<file path="config.mk">
export PLATFORM = sky130hd
export DESIGN_NAME = fifo_rd_ctrl
export DESIGN_NICKNAME = d
export VERILOG_FILES = /design/src/rtl/fifo_pkg.sv /design/src/rtl/fifo_out_buf.sv /design/src/rtl/fifo_rd_ctrl.sv
export SDC_FILE = /design/constraint.sdc
export NUM_CORES = 1
export LEC_CHECK = 0
export CAP_MARGIN = 0
export CORE_AREA = 2 2 62 64
export CTS_BUF_LIST = sky130_fd_sc_hd__clkbuf_8
export DETAILED_ROUTE_END_ITERATION = 6
export DIE_AREA = 0 0 64 66
export GPL_ROUTABILITY_DRIVEN = 1
export PLACE_DENSITY = 0.84
export SLEW_MARGIN = 20
export SYNTH_ARGS = -nofsm -noshare
export SYNTH_HDL_FRONTEND = slang
export SYNTH_HIERARCHICAL = 1
export SYNTH_SLANG_ARGS = --single-unit
</file>
<file path="constraint.sdc">
create_clock -name rclk -period 6.45 [get_ports rclk]
set_input_delay 1.29 -clock rclk [delete_from_list [all_inputs] [get_ports rclk]]
set_output_delay 1.29 -clock rclk [all_outputs]
set_load 0.01 [all_outputs]
</file>
<file path="src/rtl/fifo_pkg.sv">
// Shared async-FIFO definitions: default geometry and Gray/binary pointer conversion.
// Both read-side and write-side controllers import this package.
package fifo_pkg;

  localparam int FIFO_ASIZE = 4;
  localparam int FIFO_DSIZE = 8;

  // Conversions run at a fixed wide width; callers zero-extend in and truncate out,
  // which is exact for any pointer width up to GRAY_W.
  localparam int GRAY_W = 16;

  localparam int OUT_BUF_DEPTH = 2;
  typedef logic [1:0] buf_cnt_t;

  function automatic logic [GRAY_W-1:0] bin2gray(input logic [GRAY_W-1:0] b);
    return b ^ (b >> 1);
  endfunction

  function automatic logic [GRAY_W-1:0] gray2bin(input logic [GRAY_W-1:0] g);
    logic [GRAY_W-1:0] b;
    b[GRAY_W-1] = g[GRAY_W-1];
    for (int i = GRAY_W - 2; i >= 0; i--) begin
      b[i] = b[i+1] ^ g[i];
    end
    return b;
  endfunction

endpackage

</file>
<file path="src/rtl/fifo_out_buf.sv">
// Two-entry in-order output buffer: write to valid in one clock, head held stable under backpressure.
// A capture and a pop in the same cycle leave the count unchanged.
module fifo_out_buf
  import fifo_pkg::*;
#(
  parameter int DSIZE = FIFO_DSIZE
) (
  input  logic             clk,
  input  logic             rst,
  input  logic             wr_en,
  input  logic [DSIZE-1:0] wr_data,
  output logic             valid,
  input  logic             ready,
  output logic [DSIZE-1:0] data,
  output buf_cnt_t         cnt
);

  logic [DSIZE-1:0] tail;
  logic             pop;

  assign valid = (cnt != 2'd0);
  assign pop   = valid && ready;

  // data is the head entry; tail is only meaningful when cnt == 2.
  always_ff @(posedge clk or posedge rst) begin
    if (rst) begin
      data <= '0;
      tail <= '0;
      cnt  <= 2'd0;
    end else begin
      case ({wr_en, pop})
        2'b10: begin
          if (cnt == 2'd0) data <= wr_data;
          else             tail <= wr_data;
          cnt <= cnt + 2'd1;
        end
        2'b01: begin
          data <= tail;
          cnt  <= cnt - 2'd1;
        end
        2'b11: begin
          if (cnt == 2'd1) begin
            data <= wr_data;
          end else begin
            data <= tail;
            tail <= wr_data;
          end
        end
        default: ;
      endcase
    end
  end

endmodule

</file>
<file path="src/rtl/fifo_rd_ctrl.sv">
// Async FIFO read-side controller: read pointer, empty/count status, memory read sequencing into a 2-entry buffer.
// First word valid 3 rclk after wptr_sync moves; one word per rclk sustained; reads stall when buffer + in-flight would exceed 2.
module fifo_rd_ctrl
  import fifo_pkg::*;
#(
  parameter int ASIZE    = FIFO_ASIZE,
  parameter int DSIZE    = FIFO_DSIZE,
  parameter int AE_LEVEL = 2
) (
  input  logic             rclk,
  input  logic             rrst,
  input  logic [ASIZE:0]   wptr_sync,
  output logic [ASIZE:0]   rptr,
  output logic             mem_ren,
  output logic [ASIZE-1:0] raddr,
  input  logic [DSIZE-1:0] mem_rdata,
  output logic             dout_valid,
  output logic [DSIZE-1:0] dout,
  input  logic             dout_ready,
  output logic             rempty,
  output logic [ASIZE:0]   rcount,
  output logic             ralmost_empty
);

  localparam int PW = ASIZE + 1;
  localparam logic [PW-1:0] AE_THR = PW'(AE_LEVEL);

  if (PW > GRAY_W) begin : g_width_check
    $error("fifo_rd_ctrl: pointer width exceeds fifo_pkg::GRAY_W");
  end

  logic [PW-1:0] rbin;
  logic [PW-1:0] rbin_next;
  logic [PW-1:0] rgray_next;
  logic [PW-1:0] wbin;
  logic [PW-1:0] rcount_next;
  logic          inflight;
  logic          pop;
  buf_cnt_t      buf_cnt;
  logic [2:0]    occ_next;

  assign pop = dout_valid && dout_ready;

  // Occupancy the buffer would have after this cycle's capture and pop;
  // a read issued now lands one cycle later, so it must find a free slot.
  assign occ_next = {1'b0, buf_cnt} + {2'b00, inflight} - {2'b00, pop};
  assign mem_ren  = !rempty && (occ_next < 3'(OUT_BUF_DEPTH));

  assign raddr      = rbin[ASIZE-1:0];
  assign rbin_next  = rbin + {{ASIZE{1'b0}}, mem_ren};
  assign rgray_next = PW'(bin2gray(GRAY_W'(rbin_next)));
  assign wbin       = PW'(gray2bin(GRAY_W'(wptr_sync)));

  // Modulo arithmetic on the extra MSB makes a full FIFO read as 2^ASIZE.
  assign rcount_next = wbin - rbin_next;

  always_ff @(posedge rclk or posedge rrst) begin
    if (rrst) begin
      rbin          <= '0;
      rptr          <= '0;
      rempty        <= 1'b1;
      rcount        <= '0;
      ralmost_empty <= 1'b1;
      inflight      <= 1'b0;
    end else begin
      rbin          <= rbin_next;
      rptr          <= rgray_next;
      rempty        <= (rgray_next == wptr_sync);
      rcount        <= rcount_next;
      ralmost_empty <= (rcount_next <= AE_THR);
      inflight      <= mem_ren;
    end
  end

  fifo_out_buf #(
    .DSIZE (DSIZE)
  ) u_out_buf (
    .clk     (rclk),
    .rst     (rrst),
    .wr_en   (inflight),
    .wr_data (mem_rdata),
    .valid   (dout_valid),
    .ready   (dout_ready),
    .data    (dout),
    .cnt     (buf_cnt)
  );

endmodule

</file>
==> impl_metrics.ini, run 1 <==
[layout]
layout.nets = 241
diodes = 0
finalInstanceArea_sq_um = 2430
syn_to_final_growth_pct = 27.60
drive_gt1_share_pct = 12.80
post-route-util_pct = 68.43

[drt]
drc = 0
viasPerCell = 5.201
wire_per_inst_microns = 14.08
firstDrtPassIters = 4
drt_iter0_drc = 139
drt_wl_total_mm = 3.646
ant_nets = 0
vias = 1347

[power_and_ir_drop]
power_leakage_nw = 1.059
p_switching_uw = 599.2
intPower_uw = 878.0
p_sw_share_pct = 40.56
pwr-share-clk_pct = 9.8
sequentialPowerShare_pct = 28.0
comb_power_share_pct = 62.2
power_density_nw_per_um2 = 607.9
ir_drop_v = 0.0003998

[synth]
yosys_warnings = 6
synthCells = 166
avgSynthCellArea_sq_um = 11.47
synth.cell_area_sq_um = 1904
yosysUniqueCellTypes = 39
synth.area.top_cells = dfrtp_1 (43%), ha_1 (8.5%), mux2_2 (5.3%)
synth_top_area_cell = dfrtp_1
synthTopCellsByCount = dfrtp_1 (33), inv_1 (15), ha_1 (13)
synth_edf_count = 0
synth-main-ff-cell = dfrtp_1
synthArstFlopShare_pct = 100.0
yosysMostFrequentCell = dfrtp_1
syn-num-nets = 197
synth.top_cell.area_share_pct = 43.36
ys_ff_latch = 35
ys_seq_area_share_pct = 46.12

[clock_tree]
clk_pin_slew_worst_paths_ns = 0.07
cts_tree = yes
clk_path_buf_depth = 2
cts_made_buffers = 5
root_buffer = clkbuf_8
htreeDepth = 2
clk_latency_ns = 0.28
cts_hold_buf = 0
cts_setup_buffers = 0
cts_resized = 0
cts_sinks = 35

[min_path]
hold_depth = 1
min-delay-start = u_out_buf/tail[7]
hp-class = reg -> reg

[grt]
grt_overflow = 0
grt_pass1_wl_mm = 6.375
grt_pass1_vias = 1401
grt_antenna_before_repair = 0
gr-usage-all-layers_pct = 19.93
grt_max_degree = 19

[sta]
finClkSkew_ns = 0.004144
worstMarginPinSlew_ns = 0.6418
tns_ns = 0
finalHoldViolations = 0
fin_crit_ns = 5.088
setup_viol = 0
finalMaxSlewViolations = 0
grt_setup_unrepaired = no
finalCritPeriodShare_pct = 78.89
max-slew-margin-rel_pct = 57.16
fmax_mhz = 196.5

[outcome]
status = completed

[placement]
dpl_cell_area_sq_um = 2349
port_buffers = 41
dp_hpwl_mm = 2.821
globalplace.congestion = 0.7928

[worst_setup_path]
cp-start-kind = primary input
end_kind = primary output
critPathLaunch = dout_ready
r2r_start = u_out_buf/cnt[1]
path_class = in -> out
cp_max_fo = 3
r2r_cells = 17
cp.required_ns = 5.16
arrival_ns = 3.80

[floorplanning]
fp.dieW_microns = 64
die_area_sq_um = 4224
row_count = 22
coreArea_sq_um = 3551
die_h_microns = 66
start_util_pct = 53.63
ios = 42

[flow_run]
max_cap_violations = 0
state kept, by name, summed over array words and instances, names as in the netlist, 2 cells and up:
register        count
u_out_buf/data      8
u_out_buf/tail      8
rbin                5
rcount              5
rptr                4
u_out_buf/cnt       2
metal layers:
layer / part of all wire [%] / GRT usage, % / up-vias
met3: 5.1 / 3.748 / 7
met1: 37 / 21.70 / 651
met2: 56 / 37.76 / 42
li1: - / - / 647
met5: 0 / 0 / -
met4: 1.6 / 8.152 / 0
critical path, cell delays in order:
cell and delay, ns:
clkdlybuf4s50_1 0.44, and2_1 0.16, ha_1 0.25, nand2b_1 0.15
fa_1 0.38, xor2_1 0.17, nor3b_1 0.34, clkdlybuf4s50_1 0.61
area by class of cell:
class                   instances  area, sq um
multi-input cells             112        943.4
fillers                       270         1121
inverters                      15        56.30
repair buffers                 41        410.4
clock buffers                   5        68.82
well taps                      48        60.06
clock inverters                 3        12.51
flip-flops and latches         35        878.3
logic make-up (layout without fill, tap and decap cells):
logic type,after synthesis,count (layout),synth area share (%)
adder cells (fa/ha/maj),16,16,11.24
buffers and inverters,19,64,4.336
multiplexers,9,9,5.322
AND/OR/NAND/NOR,38,38,10.91
XOR/XNOR,22,22,12.29
flip-flops,35,35,46.12
AO/OA/AOI/OAI,27,27,9.790
power by group through the flow:
| stage | Sequential, mW | Combinational [mW] | Clock, mW |
|---|---|---|---|
| after floorplan | 0.443 | 0.596 | 0 |
| after global placement | 0.412 | 0.886 | 0 |
| after detailed placement | 0.417 | 0.921 | 0 |
| after CTS | 0.415 | 0.931 | 0.149 |
| after global routing | 0.430 | 1.01 | 0.160 |
| final | 0.413 | 0.919 | 0.145 |
worst paths after layout:
check	slack, ns	end
worst min register to register	0.50	u_out_buf/tail[7]
worst max register to register	2.18	ralmost_empty
worst min-delay path	0.50	u_out_buf/tail[7]
min in group asynchronous	1.42	rptr[3]
max in group asynchronous	4.61	u_out_buf/tail[5]
worst max-delay path	1.36	mem_ren
placed cells by master, fill, tap and decap left out, types with 2 or more instances in the layout:
master,n
a31oi_1,8
clkbuf_8,5
clkdlybuf4s50_1,41
dfrtp_1,33
dfstp_2,2
fa_1,2
ha_1,13
inv_1,17
mux2_2,9
nand2_1,3
nand2b_1,2
nand3_1,11
nor2_1,10
nor2b_1,2
nor3b_1,3
o21ai_0,10
xnor2_1,8
xor2_1,10
xor2_2,2
metrics by stage:
stage          power, mW  setup WS (ns)  hold slack [ns]  std cells
2_1_floorplan      1.039          1.853           0.4727        166
4_1_cts            1.496          1.331           0.5050        259
3_5_place_dp       1.338          1.248           0.4876        251
5_1_grt            1.602          1.197           0.5265        259
6_report           1.477          1.362           0.5045        259
3_3_place_gp       1.298          1.380           0.4819        251
(Power assumes the default switching activity.)
==> run 2: changes to the inputs <==
--- a/config.mk
+++ b/config.mk
@@ -6,12 +6,12 @@
 export NUM_CORES = 1
 export LEC_CHECK = 0
 export CAP_MARGIN = 0
-export CORE_AREA = 2 2 62 64
+export CORE_AREA = 2 2 64 66
 export CTS_BUF_LIST = sky130_fd_sc_hd__clkbuf_8
 export DETAILED_ROUTE_END_ITERATION = 6
-export DIE_AREA = 0 0 64 66
+export DIE_AREA = 0 0 66 68
 export GPL_ROUTABILITY_DRIVEN = 1
-export PLACE_DENSITY = 0.84
+export PLACE_DENSITY = 0.8
 export SLEW_MARGIN = 20
 export SYNTH_ARGS = -nofsm -noshare
 export SYNTH_HDL_FRONTEND = slang
==> constraint.sdc (replaced) <==
create_clock -name rclk -period 5.04 [get_ports rclk]
set_input_delay 1.008 -clock rclk [delete_from_list [all_inputs] [get_ports rclk]]
set_output_delay 1.008 -clock rclk [all_outputs]
set_load 0.01 [all_outputs]
==> run 2 against run 1 <==
Routed wire length shrank 14%. Non-clock buffer count grew 1. Largest power group unchanged. Highest routed layer unchanged. Utilization decreased by 4.7 points. Global-route usage is 4.4 points lower. Sequential share of layout area fell by 0.42 points. Critical endpoint unchanged.
==> impl_metrics.ini, run 2 (synthesis gave the netlist of run 1 again) <==
[layout]
diodes = 0
layout.nets = 242
register_area_sq_um = 878.3
post-route-util_pct = 63.76
drive_gt1_share_pct = 13.68
multi_input_area_sq_um = 943.4
n_fill_cell = 323
final_common_cell = clkdlybuf4s50_1
top_regs = u_out_buf/data (8), u_out_buf/tail (8)
final_cell_mix = clkdlybuf4s50_1 (41), dfrtp_1 (33), inv_1 (16)
syn_to_final_growth_pct = 29.11
fin_cells = 262

[sta]
fin_crit_ns = 4.529
finalMaxSlewViolations = 0
finClkSkew_ns = 0.002302
tns_ns = 0
grt_setup_unrepaired = no
worst_slack_ns = 0.5108
finalCritPeriodShare_pct = 89.87
finalHoldViolations = 0
worstMarginPinSlew_ns = 0.6429
setup_viol = 0
max-slew-margin-rel_pct = 57.09
fmax_mhz = 220.8

[worst_setup_path]
path_class = in -> out
cp-start-kind = primary input
critPathLaunch = dout_ready
end_kind = primary output
cp_max_fo = 3
r2r_start = u_out_buf/cnt[1]
cp.required_ns = 4.03
arrival_ns = 3.52

[drt]
viasPerCell = 4.947
drt_wl_total_mm = 3.132
drt_iter0_drc = 40
drc = 0
vias = 1296
firstDrtPassIters = 5
wire_per_inst_microns = 11.95
ant_nets = 0

[min_path]
hp-class = reg -> reg
min-delay-start = u_out_buf/tail[7]

[clock_tree]
cts_setup_buffers = 0
clk_path_buf_depth = 2
htreeDepth = 2
cts_hold_buf = 0
cts_resized = 0
clk_pin_slew_worst_paths_ns = 0.06
root_buffer = clkbuf_8
cts_made_buffers = 5
cts_sinks = 35
cts_tree = yes
clk_latency_ns = 0.28

[placement]
dpl_worst_slack_ns = 0.1965
dp_hpwl_mm = 2.505
port_buffers = 41
place_inst = 254
globalplace.congestion = 0.7981

[power_and_ir_drop]
p_sw_share_pct = 38.87
power_leakage_nw = 1.069
p_switching_uw = 736.6
power_density_nw_per_um2 = 770.8
intPower_mw = 1.159
comb_power_share_pct = 61.0
ir_drop_v = 0.0004463
total_power_mw = 1.895
pwr-share-clk_pct = 11.2
sequentialPowerShare_pct = 27.8

[floorplanning]
ios = 42
die_h_microns = 68
fp.dieW_microns = 66
die_area_sq_um = 4488
coreArea_sq_um = 3856
start_util_pct = 49.38
row_count = 23

[grt]
grt_pass1_vias = 1205
grt_overflow = 0
grt_max_degree = 19
grt_antenna_before_repair = 0
grt_pass1_wl_mm = 5.188
gr-usage-all-layers_pct = 15.54

[outcome]
status = completed

[flow_run]
max_cap_violations = 0
run 2: per-layer routing:
metal	global-route usage, %	part of all wire, %	wire length [microns]
met5	0	0	0
met4	7.653	1.2	37
met3	4.112	6.0	187
met2	27.15	51	1611
met1	17.76	41	1296
run 2: power by group through the flow:
stage          sequential (mW)  combinational (mW)  clock [mW]
3_3_place_gp             0.527                1.16           0
5_1_grt                  0.545                1.30       0.233
6_report                 0.526                1.16       0.213
4_1_cts                  0.529                1.18       0.221
2_1_floorplan            0.567               0.763           0
3_5_place_dp             0.533                1.17           0
run 2: path summary, 6_finish.rpt:
| path | to | slack (ns) | cells after the start |
|---|---|---|---|
| max reg2reg | ralmost_empty | 0.84 | 16 |
| max | mem_ren | 0.51 | 8 |
| min reg2reg | u_out_buf/tail[7] | 0.50 | 1 |
| min | u_out_buf/tail[7] | 0.50 | 1 |
| min in group asynchronous | rcount[1] | 1.13 | 2 |
| max in group asynchronous | u_out_buf/data[5] | 3.49 | 2 |
run 2: critical path: stages:
cell and delay (ns):
clkdlybuf4s50_1 0.43, and2_1 0.15, ha_1 0.25, nand2b_1 0.15, fa_1 0.38, xor2_1 0.17, nor3b_1 0.36, clkdlybuf4s50_1 0.62
run 2: layout make-up:
| type | count | area share, % |
|---|---|---|
| sequential | 35 | 35.73 |
| clock buffer | 7 | 3.919 |
| multi-input combinational | 112 | 38.37 |
| inverter | 15 | 2.290 |
| clock inverter | 1 | 0.1527 |
| timing repair buffer | 42 | 17.00 |
| tap | 50 | 2.545 |
run 2: through the flow:
stage / instance area [sq um] / hold slack [ns]
4_1_cts: 2459 / 0.5062
2_1_floorplan: 1904 / 0.4727
3_3_place_gp: 2359 / 0.4794
5_1_grt: 2459 / 0.5254
3_5_place_dp: 2359 / 0.4889
6_report: 2459 / 0.5026
